## config.mk

```make
export PLATFORM = sky130hd
export DESIGN_NAME = top_clk_v6_flat
export DESIGN_NICKNAME = d
export VERILOG_FILES = /design/src/rtl/clk_pkg.sv /design/src/rtl/top_clk_v6_if.sv /design/src/rtl/clk_prescaler.sv /design/src/rtl/top_clk_v6.sv /design/src/flat_wrapper.sv
export SDC_FILE = /design/constraint.sdc
export NUM_CORES = 1
export LEC_CHECK = 0
export CORE_MARGIN = 5
export CORE_UTILIZATION = 55
export DETAILED_ROUTE_END_ITERATION = 10
export PLACE_DENSITY = 0.79
export SLEW_MARGIN = 30
export SYNTH_ARGS = -nofsm -noshare
export SYNTH_HDL_FRONTEND = slang
export SYNTH_SLANG_ARGS = --single-unit
```

## constraint.sdc

```tcl
create_clock -name clk -period 4.1 [get_ports clk]
set_input_delay 0.82 -clock clk [delete_from_list [all_inputs] [get_ports clk]]
set_output_delay 0.82 -clock clk [all_outputs]
set_load 0.02 [all_outputs]
```

## src/rtl/clk_pkg.sv

```systemverilog
// Shared constants for the real-time clock: write addresses, field limits,
// the ring-duration ceiling and the binary-to-BCD digit converter.
package clk_pkg;

    // Write targets selected by addrs; 6 and 7 are reserved.
    typedef enum logic [2:0] {
        ADDR_SEC     = 3'd0,
        ADDR_MIN     = 3'd1,
        ADDR_HR      = 3'd2,
        ADDR_ALM_MIN = 3'd3,
        ADDR_ALM_HR  = 3'd4,
        ADDR_ALM_EN  = 3'd5
    } addr_e;

    localparam logic [5:0] SEC_MAX       = 6'd59;
    localparam logic [5:0] MIN_MAX       = 6'd59;
    localparam logic [4:0] HR_MAX        = 5'd23;
    localparam int         RING_SECS_MAX = 63;

    // Binary 0..63 to two BCD digits {tens, units}. The units digit is
    // computed modulo 16, which is exact because the true result is below 10.
    function automatic logic [7:0] bin_to_bcd(input logic [5:0] value);
        logic [3:0] tens;
        logic [3:0] units;
        if (value >= 6'd60)      tens = 4'd6;
        else if (value >= 6'd50) tens = 4'd5;
        else if (value >= 6'd40) tens = 4'd4;
        else if (value >= 6'd30) tens = 4'd3;
        else if (value >= 6'd20) tens = 4'd2;
        else if (value >= 6'd10) tens = 4'd1;
        else                     tens = 4'd0;
        units = value[3:0] - tens * 4'd10;
        return {tens, units};
    endfunction

endpackage

```

## src/rtl/top_clk_v6_if.sv

```systemverilog
// Register-write bus of the clock: strobe, address, data and the
// rejected-write pulse returned by the clock.
interface top_clk_v6_if;
    logic       load;
    logic [2:0] addrs;
    logic [5:0] data_in;
    logic       load_err;

    modport master (output load, output addrs, output data_in, input load_err);
    modport slave  (input load, input addrs, input data_in, output load_err);
endinterface

```

## src/rtl/clk_prescaler.sv

```systemverilog
// Seconds prescaler: counts 0..TICK_DIV-1 and flags the last count as the tick.
// clr restarts the count so the next tick is a full period away.
module clk_prescaler #(
    parameter int TICK_DIV = 50000000
) (
    input  logic clk,
    input  logic reset,
    input  logic clr,
    output logic tick
);
    localparam int CW = $clog2(TICK_DIV);
    localparam logic [CW-1:0] LAST = CW'(TICK_DIV - 1);

    logic [CW-1:0] count_reg;

    // Free-running divider with wrap and synchronous restart.
    always_ff @(posedge clk or negedge reset) begin
        if (!reset) begin
            count_reg <= '0;
        end else if (clr || count_reg == LAST) begin
            count_reg <= '0;
        end else begin
            count_reg <= count_reg + CW'(1);
        end
    end

    assign tick = (count_reg == LAST);
endmodule

```

## src/rtl/top_clk_v6.sv

```systemverilog
// Real-time clock with register write bus, 12/24-hour BCD display and an
// optional alarm. Define CLK_ALARM_EN to build the alarm registers and ring
// logic; without it alarm addresses are rejected and alarm_ring stays 0.
module top_clk_v6 #(
    parameter int TICK_DIV  = 50000000,
    parameter int RING_SECS = 30
) (
    input  logic            clk,
    input  logic            reset,
    input  logic            hour_12,
    input  logic            alarm_ack,
    top_clk_v6_if.slave     wr,
    output logic            sec_pulse,
    output logic            pm,
    output logic            alarm_ring,
    output logic [3:0]      left_seconds_out,
    output logic [3:0]      right_seconds_out,
    output logic [3:0]      left_minutes_out,
    output logic [3:0]      right_minutes_out,
    output logic [3:0]      left_hours_out,
    output logic [3:0]      right_hours_out
);
    import clk_pkg::*;

    // Ring lasts RING_SECS ticks after the rising tick; counter ends at N-1.
    localparam logic [5:0] RING_LAST =
        6'(((RING_SECS > RING_SECS_MAX) ? RING_SECS_MAX : RING_SECS) - 1);

    logic       tick;
    addr_e      wr_addr;
    logic       wr_legal;
    logic       wr_ok;
    logic       wr_sec, wr_min, wr_hr;
    logic       sec_carry, min_carry;
    logic [5:0] sec_reg, min_reg;
    logic [4:0] hr_reg;
    logic [5:0] sec_next, min_next;
    logic [4:0] hr_next;
    logic       load_err_reg;
    logic [4:0] hr_disp;

    clk_prescaler #(.TICK_DIV(TICK_DIV)) u_prescaler (
        .clk   (clk),
        .reset (reset),
        .clr   (wr_sec),
        .tick  (tick)
    );

    assign wr_addr = addr_e'(wr.addrs);

    // Address/value legality of the current write.
    always_comb begin
        wr_legal = 1'b0;
        case (wr_addr)
            ADDR_SEC:     wr_legal = (wr.data_in <= SEC_MAX);
            ADDR_MIN:     wr_legal = (wr.data_in <= MIN_MAX);
            ADDR_HR:      wr_legal = (wr.data_in <= {1'b0, HR_MAX});
`ifdef CLK_ALARM_EN
            ADDR_ALM_MIN: wr_legal = (wr.data_in <= MIN_MAX);
            ADDR_ALM_HR:  wr_legal = (wr.data_in <= {1'b0, HR_MAX});
            ADDR_ALM_EN:  wr_legal = 1'b1;
`endif
            default:      wr_legal = 1'b0;
        endcase
    end

    assign wr_ok  = wr.load && wr_legal;
    assign wr_sec = wr_ok && (wr_addr == ADDR_SEC);
    assign wr_min = wr_ok && (wr_addr == ADDR_MIN);
    assign wr_hr  = wr_ok && (wr_addr == ADDR_HR);

    // Next time: a written field takes the data and never carries onward,
    // the other fields advance on the tick as usual.
    always_comb begin
        sec_carry = tick && (sec_reg == SEC_MAX) && !wr_sec;
        min_carry = sec_carry && (min_reg == MIN_MAX) && !wr_min;
        sec_next  = sec_reg;
        min_next  = min_reg;
        hr_next   = hr_reg;
        if (wr_sec)
            sec_next = wr.data_in;
        else if (tick)
            sec_next = (sec_reg == SEC_MAX) ? 6'd0 : sec_reg + 6'd1;
        if (wr_min)
            min_next = wr.data_in;
        else if (sec_carry)
            min_next = (min_reg == MIN_MAX) ? 6'd0 : min_reg + 6'd1;
        if (wr_hr)
            hr_next = wr.data_in[4:0];
        else if (min_carry)
            hr_next = (hr_reg == HR_MAX) ? 5'd0 : hr_reg + 5'd1;
    end

    // Time registers and the rejected-write pulse.
    always_ff @(posedge clk or negedge reset) begin
        if (!reset) begin
            sec_reg      <= '0;
            min_reg      <= '0;
            hr_reg       <= '0;
            load_err_reg <= 1'b0;
        end else begin
            sec_reg      <= sec_next;
            min_reg      <= min_next;
            hr_reg       <= hr_next;
            load_err_reg <= wr.load && !wr_legal;
        end
    end

`ifdef CLK_ALARM_EN
    logic [5:0] alm_min_reg;
    logic [4:0] alm_hr_reg;
    logic       alm_en_reg;
    logic       alm_en_next;
    logic       alm_match;
    logic       ring_reg;
    logic [5:0] ring_cnt_reg;

    // A match needs a tick landing exactly on alarm hr:min:00.
    always_comb begin
        alm_en_next = (wr_ok && wr_addr == ADDR_ALM_EN) ? wr.data_in[0] : alm_en_reg;
        alm_match   = tick && alm_en_next && (sec_next == 6'd0) &&
                      (min_next == alm_min_reg) && (hr_next == alm_hr_reg);
    end

    // Alarm setting registers.
    always_ff @(posedge clk or negedge reset) begin
        if (!reset) begin
            alm_min_reg <= '0;
            alm_hr_reg  <= '0;
            alm_en_reg  <= 1'b0;
        end else begin
            if (wr_ok && wr_addr == ADDR_ALM_MIN) alm_min_reg <= wr.data_in;
            if (wr_ok && wr_addr == ADDR_ALM_HR)  alm_hr_reg  <= wr.data_in[4:0];
            alm_en_reg <= alm_en_next;
        end
    end

    // Ring: a new match wins over ack; ack or disable drop it; otherwise
    // it expires on the RING_SECS-th tick after rising.
    always_ff @(posedge clk or negedge reset) begin
        if (!reset) begin
            ring_reg     <= 1'b0;
            ring_cnt_reg <= '0;
        end else if (alm_match) begin
            ring_reg     <= 1'b1;
            ring_cnt_reg <= '0;
        end else if (alarm_ack || !alm_en_next) begin
            ring_reg     <= 1'b0;
        end else if (ring_reg && tick) begin
            if (ring_cnt_reg == RING_LAST)
                ring_reg <= 1'b0;
            else
                ring_cnt_reg <= ring_cnt_reg + 6'd1;
        end
    end

    assign alarm_ring = ring_reg;
`else
    logic       unused_alarm_ack;
    logic [5:0] unused_ring_last;
    assign unused_alarm_ack = alarm_ack;
    assign unused_ring_last = RING_LAST;
    assign alarm_ring       = 1'b0;
`endif

    // 12-hour display maps 0 to 12 and 13..23 to 1..11.
    always_comb begin
        hr_disp = hr_reg;
        if (hour_12) begin
            if (hr_reg == 5'd0)
                hr_disp = 5'd12;
            else if (hr_reg > 5'd12)
                hr_disp = hr_reg - 5'd12;
        end
    end

    assign sec_pulse   = tick;
    assign wr.load_err = load_err_reg;
    assign pm          = hour_12 && (hr_reg >= 5'd12);

    assign {left_seconds_out, right_seconds_out} = bin_to_bcd(sec_reg);
    assign {left_minutes_out, right_minutes_out} = bin_to_bcd(min_reg);
    assign {left_hours_out,   right_hours_out}   = bin_to_bcd({1'b0, hr_disp});
endmodule

```

## src/flat_wrapper.sv

```systemverilog
// flat-port wrapper written by rule: the top's interface ports become plain ports
module top_clk_v6_flat import clk_pkg::*;
#(
    parameter int TICK_DIV  = 50000000,
    parameter int RING_SECS = 30
)
  (clk, reset, hour_12, alarm_ack, sec_pulse, pm, alarm_ring, left_seconds_out, right_seconds_out, left_minutes_out, right_minutes_out, left_hours_out, right_hours_out, wr_load, wr_addrs, wr_data_in, wr_load_err);
  top_clk_v6_if wr_i ();
  input  logic clk;
  input  logic reset;
  input  logic hour_12;
  input  logic alarm_ack;
  output logic sec_pulse;
  output logic pm;
  output logic alarm_ring;
  output logic [3:0] left_seconds_out;
  output logic [3:0] right_seconds_out;
  output logic [3:0] left_minutes_out;
  output logic [3:0] right_minutes_out;
  output logic [3:0] left_hours_out;
  output logic [3:0] right_hours_out;
  input wire logic [$bits(wr_i.load)-1:0] wr_load;
  input wire logic [$bits(wr_i.addrs)-1:0] wr_addrs;
  input wire logic [$bits(wr_i.data_in)-1:0] wr_data_in;
  output wire logic [$bits(wr_i.load_err)-1:0] wr_load_err;
  assign wr_i.load = wr_load;
  assign wr_i.addrs = wr_addrs;
  assign wr_i.data_in = wr_data_in;
  assign wr_load_err = wr_i.load_err;
  top_clk_v6 #(.TICK_DIV(TICK_DIV), .RING_SECS(RING_SECS)) u_core (.clk(clk), .reset(reset), .hour_12(hour_12), .alarm_ack(alarm_ack), .wr(wr_i), .sec_pulse(sec_pulse), .pm(pm), .alarm_ring(alarm_ring), .left_seconds_out(left_seconds_out), .right_seconds_out(right_seconds_out), .left_minutes_out(left_minutes_out), .right_minutes_out(right_minutes_out), .left_hours_out(left_hours_out), .right_hours_out(right_hours_out));
endmodule
```

==> qor.txt, run 1 <==
status: complete, no violations
Hold Vio Cnt, Final: 0
placed insts: 497
VDD IR max: 0.0004234 V
commonest non-fill, non-tap cell in the layout: nor2_1
drt first-iter violations: 101
Worst path depth: 11
Final WS setup: 0.1270 ns
Setup violations, final: 0
Largest register FFs: 26
Syn Area/Cell: 8.319 sq um
clock sink total: 44
Net count, final: 464
CTS Hold Bufs: 0
Yosys top cell area share: 33.17%
DRT Pass-1 Iters: 4
warnings from Yosys: 0
number of cells on the worst reg-to-reg path: 6
Worst R2R Start: u_core.u_prescaler.count_reg[0]
post-synthesis sequential area ratio: 33.17%
pre-CTS WS: -0.5387 ns
Worst path slowest cell: fa_1
Crit Path Class: reg -> out
Gate power share: 48.8%
Buf/Inv on CP: 3
All-Layer GR Usage: 20.41%
post-route cell area: 3879 sq um
CP dominant cell by count: ha_1
hpwl dp: 5501 microns
placed cell area: 3715 sq um
commonest non-fill, non-tap cells in the layout: nor2_1 (51), dfrtp_1 (43), nand2_1 (29), clkdlybuf4s50_1 (29), inv_1 (25)
Post-synth EDFFs: 0
number of library cell types mapped by synthesis: 57
row cnt: 28
Area Growth Syn to Fin: 16.85%
fmax: 0.2517 GHz
Worst path top cell family by delay: adder cells
first-pass GRT wire length: 12830 microns
switching power total: 0.7328 mW
sw frac: 39.83%
worst-margin pin slew: 0.7942 ns
Seq pwr share: 32.6%
top cell type by total area after synthesis: dfrtp_1
starting density of the core: 56.40%
vias per inst: 5.850
H-tree levels: 2
clock power share: 18.6%
Clk Latency, worst-skew pair: 0.31 ns
Leak: 1.718 nW
vias in the first global route: 2874
max_slew headroom: 46.92%
Port Buffers: 35
via count: 2972
largest net degree at the start of global routing: 45
CP Max Fanout: 4
setup slack, reg-to-reg: 1.73 ns
slowest stage delay, CP: 0.42 ns
hold path start: u_core.u_prescaler.count_reg[0]
Clock Path Buffers: 2
synth top area cells: dfrtp_1 (33%), nor2_1 (5.8%), ha_1 (5.7%)
Power Dens Cells: 474.3 nW/um^2
initial antenna violation count: 0
Crit. End Element: output pin
Worst Skew: 0.01613 ns
worst-path cell chain: inv_1, ha_1, and2_1, or3_4, o31a_1, maj3_1, a22o_1, ha_1, inv_2, fa_1, buf_6
Fillers: 486
TritonCTS buffer count: 5
Hold Path End: u_core.u_prescaler.count_reg[0]
Hold Path Depth: 1
root buffer cell: clkbuf_8
# diodes: 0
I/O pins: 42
DRC Markers: 0
Critical Path Source Type: register
core area: 5886 sq um
mapped cell area: 3319 sq um
die width: 87.69 microns
register bit total from synthesis: 44
Pins Over Slew Limit: 0
clk slew on worst S/H paths: 0.09 ns
post-route insts no fill: 508
layout cells sized above 1: 9.469%
RePlAce Congestion: 0.8272
Avg WL per Cell: 14.83 microns
Mapped Cells: 399
worst min-delay path category: reg -> reg
total die area: 7689 sq um
WP data required: 3.28 ns
RR Endpoint: u_core.u_prescaler.count_reg[4]
Main synth FF type: dfrtp_1
crit path from: u_core.hr_reg[0]
gr ovfl total: 0
ANT nets after route: 0
ys async rst share: 100.0%
CP arrival: 3.15 ns
max-cap violations: 0
Tmin final: 3.973 ns
Detailed Route WL: 7534 microns
CTS tree: yes
Die H: 87.69 microns
Int Power: 1.107 mW
Tcrit/Tclk final: 96.90%
kinds of logic after synthesis:
family / after synthesis / synth area share, %
buf+inv: 54 / 7.387
xor+xnor: 29 / 7.652
fa+ha+maj: 21 / 8.368
compound gates: 76 / 15.19
mux: 2 / 0.6408
simple gates: 172 / 27.48
other cells: 1 / 0.1130
flops: 44 / 33.17
metal layers:
metal	up-vias	routed length (microns)	global-route usage [%]	part of all wire, %
li1	1458	-	-	-
met1	1405	3339	27.48	44
met4	0	66	4.742	0.88
met3	8	460	3.387	6.1
met5	-	0	0	0
met2	101	3668	34.45	49
layout make-up:
class,instances,area [sq um],share of cell area (%)
sequential,44,1102,28.42
clock inverter,3,47.55,1.226
clock buffer,5,68.82,1.774
multi-input combinational,305,2008,51.77
inverter,27,101.3,2.613
tap,75,93.84,2.419
timing repair buffer,49,456.7,11.77
repair_timing:
action                                  in CTS  in global routing
cloned                                       0                  0
pin swaps                                    1                  3
resized for setup                           11                 11
endpoints found under the setup margin       3                  5
setup buffers                                0                  3
how the worst max path moves through the flow:
stage / slack [ns] / endpoint
finish: 0.13 / right_hours_out[2]
global route: -0.003 / right_hours_out[2]
CTS: -0.09 / right_hours_out[2]
detailed placement: -0.54 / right_hours_out[2]
global placement: -0.46 / right_hours_out[2]
floorplan: 0.34 / right_hours_out[3]
synth_stat cells (2+ instances only):
library cell / instances
nor4_1: 5
maj3_1: 3
nor3_1: 11
clkbuf_1: 12
a21o_1: 2
o21ai_0: 16
dfrtp_1: 44
or4_1: 2
o211ai_1: 3
a41o_1: 2
and2_1: 7
nor2_1: 51
o31a_1: 2
nand2b_1: 3
nor2b_1: 6
buf_2: 7
o21ai_1: 2
inv_1: 26
a21oi_1: 14
a22o_1: 2
nand4_2: 2
o31ai_1: 4
and3_1: 8
nor4_4: 2
a31o_2: 2
a31oi_1: 13
a221o_1: 3
nand3_1: 24
fa_1: 3
nand2_1: 29
buf_4: 7
nand4_1: 6
xnor2_1: 17
and4_1: 7
ha_1: 15
xor2_1: 12
a311oi_1: 2
or3_1: 4
per-stage QoR:
stage / setup TNS (ns) / util, % / hold slack [ns] / total power, mW
floorplan: 0 / - / 0.4479 / 1.157
global placement: -1.085 / 63.07 / 0.4730 / 1.454
detailed placement: -1.293 / 63.12 / 0.4834 / 1.491
CTS: -0.08867 / 65.01 / 0.4992 / 1.815
global route: -0.003223 / 65.90 / 0.5084 / 1.977
finish: 0 / 65.90 / 0.4911 / 1.840
power groups by stage:
stage                     clock network [mW]  registers (mW)  logic, mW
final                                  0.342           0.600      0.898
after global routing                   0.368           0.616      0.992
after CTS                              0.349           0.597      0.869
after detailed placement                   0           0.605      0.886
after global placement                     0           0.599      0.855
after floorplan                            0           0.560      0.596
Note: power is estimated with default switching activity, not from simulation.
==> inputs of run 2 (changes only) <==
--- a/config.mk
+++ b/config.mk
@@ -8,6 +8,7 @@
 export CORE_MARGIN = 5
 export CORE_UTILIZATION = 55
 export DETAILED_ROUTE_END_ITERATION = 10
+export GPL_TIMING_DRIVEN = 0
 export PLACE_DENSITY = 0.79
 export SLEW_MARGIN = 30
 export SYNTH_ARGS = -nofsm -noshare
==> qor.txt, run 2 (synthesized netlist as in run 1, its figures left out) <==
Largest register FFs: 26 (unchanged)
root buffer cell: clkbuf_8
Fin Hold WS: 0.4970 ns (+0.005943 ns)
worst-margin pin slew: 0.5730 ns (-0.2213 ns)
met2 WL: 3701 microns (+0.90%)
gr ovfl total: 0 (unchanged)
Net count, final: 479 (+3.2%)
Tcrit/Tclk final: 97.64% (+0.74 points)
H-tree levels: 2 (unchanged)
pre-CTS WS: -0.6057 ns (-0.06698 ns)
CP arrival: 3.18 ns (+0.03 ns)
die width: 87.69 microns (unchanged)
Area Growth Syn to Fin: 17.45%
Clock Path Buffers: 2 (unchanged)
VDD IR max: 0.0003796 V (-10%)
All-Layer GR Usage: 20.55% (+0.15 points)
commonest non-fill, non-tap cell in the layout: nor2_1
I/O pins: 42 (unchanged)
ANT nets after route: 0 (unchanged)
# diodes: 0 (unchanged)
largest net degree at the start of global routing: 45 (unchanged)
Crit. End Element: output pin
vias in the first global route: 2819 (-1.9%)
top sig layer: met4
vias per inst: 5.895 (+0.76%)
max-cap violations: 0 (unchanged)
DR WL met3: 533 microns (+16%)
Port Buffers: 35 (unchanged)
via count: 3077 (+3.5%)
Worst Skew: 0.01032 ns (-0.005815 ns)
met1 wire length: 3418 microns (+2.4%)
Final Util: 66.24% (+0.34 points)
Die H: 87.69 microns (unchanged)
drt first-iter violations: 191 (+89%)
layout cells sized above 1: 10.07% (+0.60 points)
CP Max Fanout: 6 (+2)
Power Dens Cells: 448.2 nW/um^2 (-5.5%)
Tmin final: 4.003 ns (+0.03037 ns)
DRC Markers: 0 (unchanged)
CTS Hold Bufs: 0 (unchanged)
WP data required: 3.28 ns (about the same)
commonest non-fill, non-tap cells in the layout: nor2_1 (51), dfrtp_1 (43), nand2_1 (29), clkdlybuf4s50_1 (29), inv_1 (25)
total die area: 7689 sq um (unchanged)
Clk Latency, worst-skew pair: 0.30 ns (about the same)
Crit Path Class: reg -> out
starting density of the core: 56.40% (unchanged)
TritonCTS buffer count: 5 (unchanged)
clock sink total: 44 (unchanged)
row cnt: 28 (unchanged)
RePlAce Congestion: 0.8431 (+1.9%)
max_slew headroom: 61.80% (+15 points)
Avg WL per Cell: 14.79 microns (-0.27%)
Critical Path Source Type: register
clk slew on worst S/H paths: 0.09 ns (about the same)
Pins Over Slew Limit: 0 (unchanged)
fmax: 0.2498 GHz (-0.76%)
initial antenna violation count: 0 (unchanged)
core area: 5886 sq um (unchanged)
hpwl dp: 5641 microns (+2.5%)
first-pass GRT wire length: 12850 microns (+0.16%)
Final WS setup: 0.09662 ns (-0.03037 ns)
Setup violations, final: 0 (unchanged)
Leak: 1.724 nW (+0.34%)
Detailed Route WL: 7721 microns (+2.5%)
CTS tree: yes
Hold Vio Cnt, Final: 0 (unchanged)
DRT Pass-1 Iters: 5 (+1)
status: complete, no violations
worst min-delay path category: in -> async
-- run 2: changes by cell type in the layout (fill, tap and decap cells not counted), sizes merged --
cell / previous run / this run
buf: 17 / 21
bufinv: 1 / 0
clkbuf: 5 / 17
clkinv: 2 / 1
clkinvlp: 0 / 1
dlymetal6s2s: 2 / 1
-- run 2: final cells by class --
| class | instances | area [sq um] |
|---|---|---|
| repair buffers | 37 | 355.3 |
| multi-input cells | 305 | 2009 |
| flip-flops and latches | 44 | 1102 |
| well taps | 75 | 93.84 |
| clock buffers | 5 | 68.82 |
| plain buffers | 27 | 155.1 |
| inverters | 27 | 101.3 |
| clock inverters | 2 | 12.51 |
| fillers | 472 | 1987 |
-- run 2: worst max-delay path: stages, from the launching register on --
cell and delay, ns:
dfrtp_1 0.47, inv_1 0.09, ha_1 0.23, and2_1 0.16, or3_4 0.34, o31a_1 0.25
maj3_1 0.35, a22o_1 0.21, ha_2 0.18, inv_2 0.05, fa_1 0.42, buf_6 0.15
-- run 2: power by group --
part / total [mW] / internal [mW] / leakage (nW) / switching (mW)
clock network: 0.264 / 0.115 / 0.0400 / 0.148
registers: 0.574 / 0.498 / 0.558 / 0.0761
logic: 0.910 / 0.416 / 1.13 / 0.494
-- run 2: path summary, 6_finish.rpt --
check | from | to | slack (ns) | depth (start not counted)
worst min-delay path | reset | u_core.hr_reg[4] | 0.50 | 1
max in group asynchronous | reset | u_core.min_reg[2] | 3.19 | 1
worst max-delay path | u_core.hr_reg[1] | right_hours_out[2] | 0.1 | 11
worst max register to register | u_core.sec_reg[2] | u_core.hr_reg[3] | 1.90 | 6
worst min register to register | u_core.u_prescaler.count_reg[0] | u_core.u_prescaler.count_reg[0] | 0.50 | 1
min in group clk | u_core.u_prescaler.count_reg[0] | u_core.u_prescaler.count_reg[0] | 0.50 | 1
-- run 2: timing repair --
action	in CTS	in global routing
endpoints found under the hold margin	0	0
setup endpoints to repair	3	3
pin swaps	0	1
buffers inserted	0	2
gates resized for setup	16	11
-- run 2: per-stage QoR --
stage / power [mW] / area, sq um / std cells / TNS (ns)
final: 1.747 / 3899 / 522 / 0
after global routing: 1.880 / 3899 / 522 / -0.02191
after CTS: 1.730 / 3861 / 520 / 0
after detailed placement: 1.483 / 3776 / 513 / -1.508
after global placement: 1.450 / 3779 / 513 / -1.358
after floorplan: 1.157 / 3334 / 403 / 0
-- run 2: routing by layer --
layer / global-route usage, % / vias up
li1: - / 1490
met1: 27.81 / 1467
met2: 34.04 / 109
met3: 3.857 / 11
met4: 5.160 / 0
met5: 0 / -
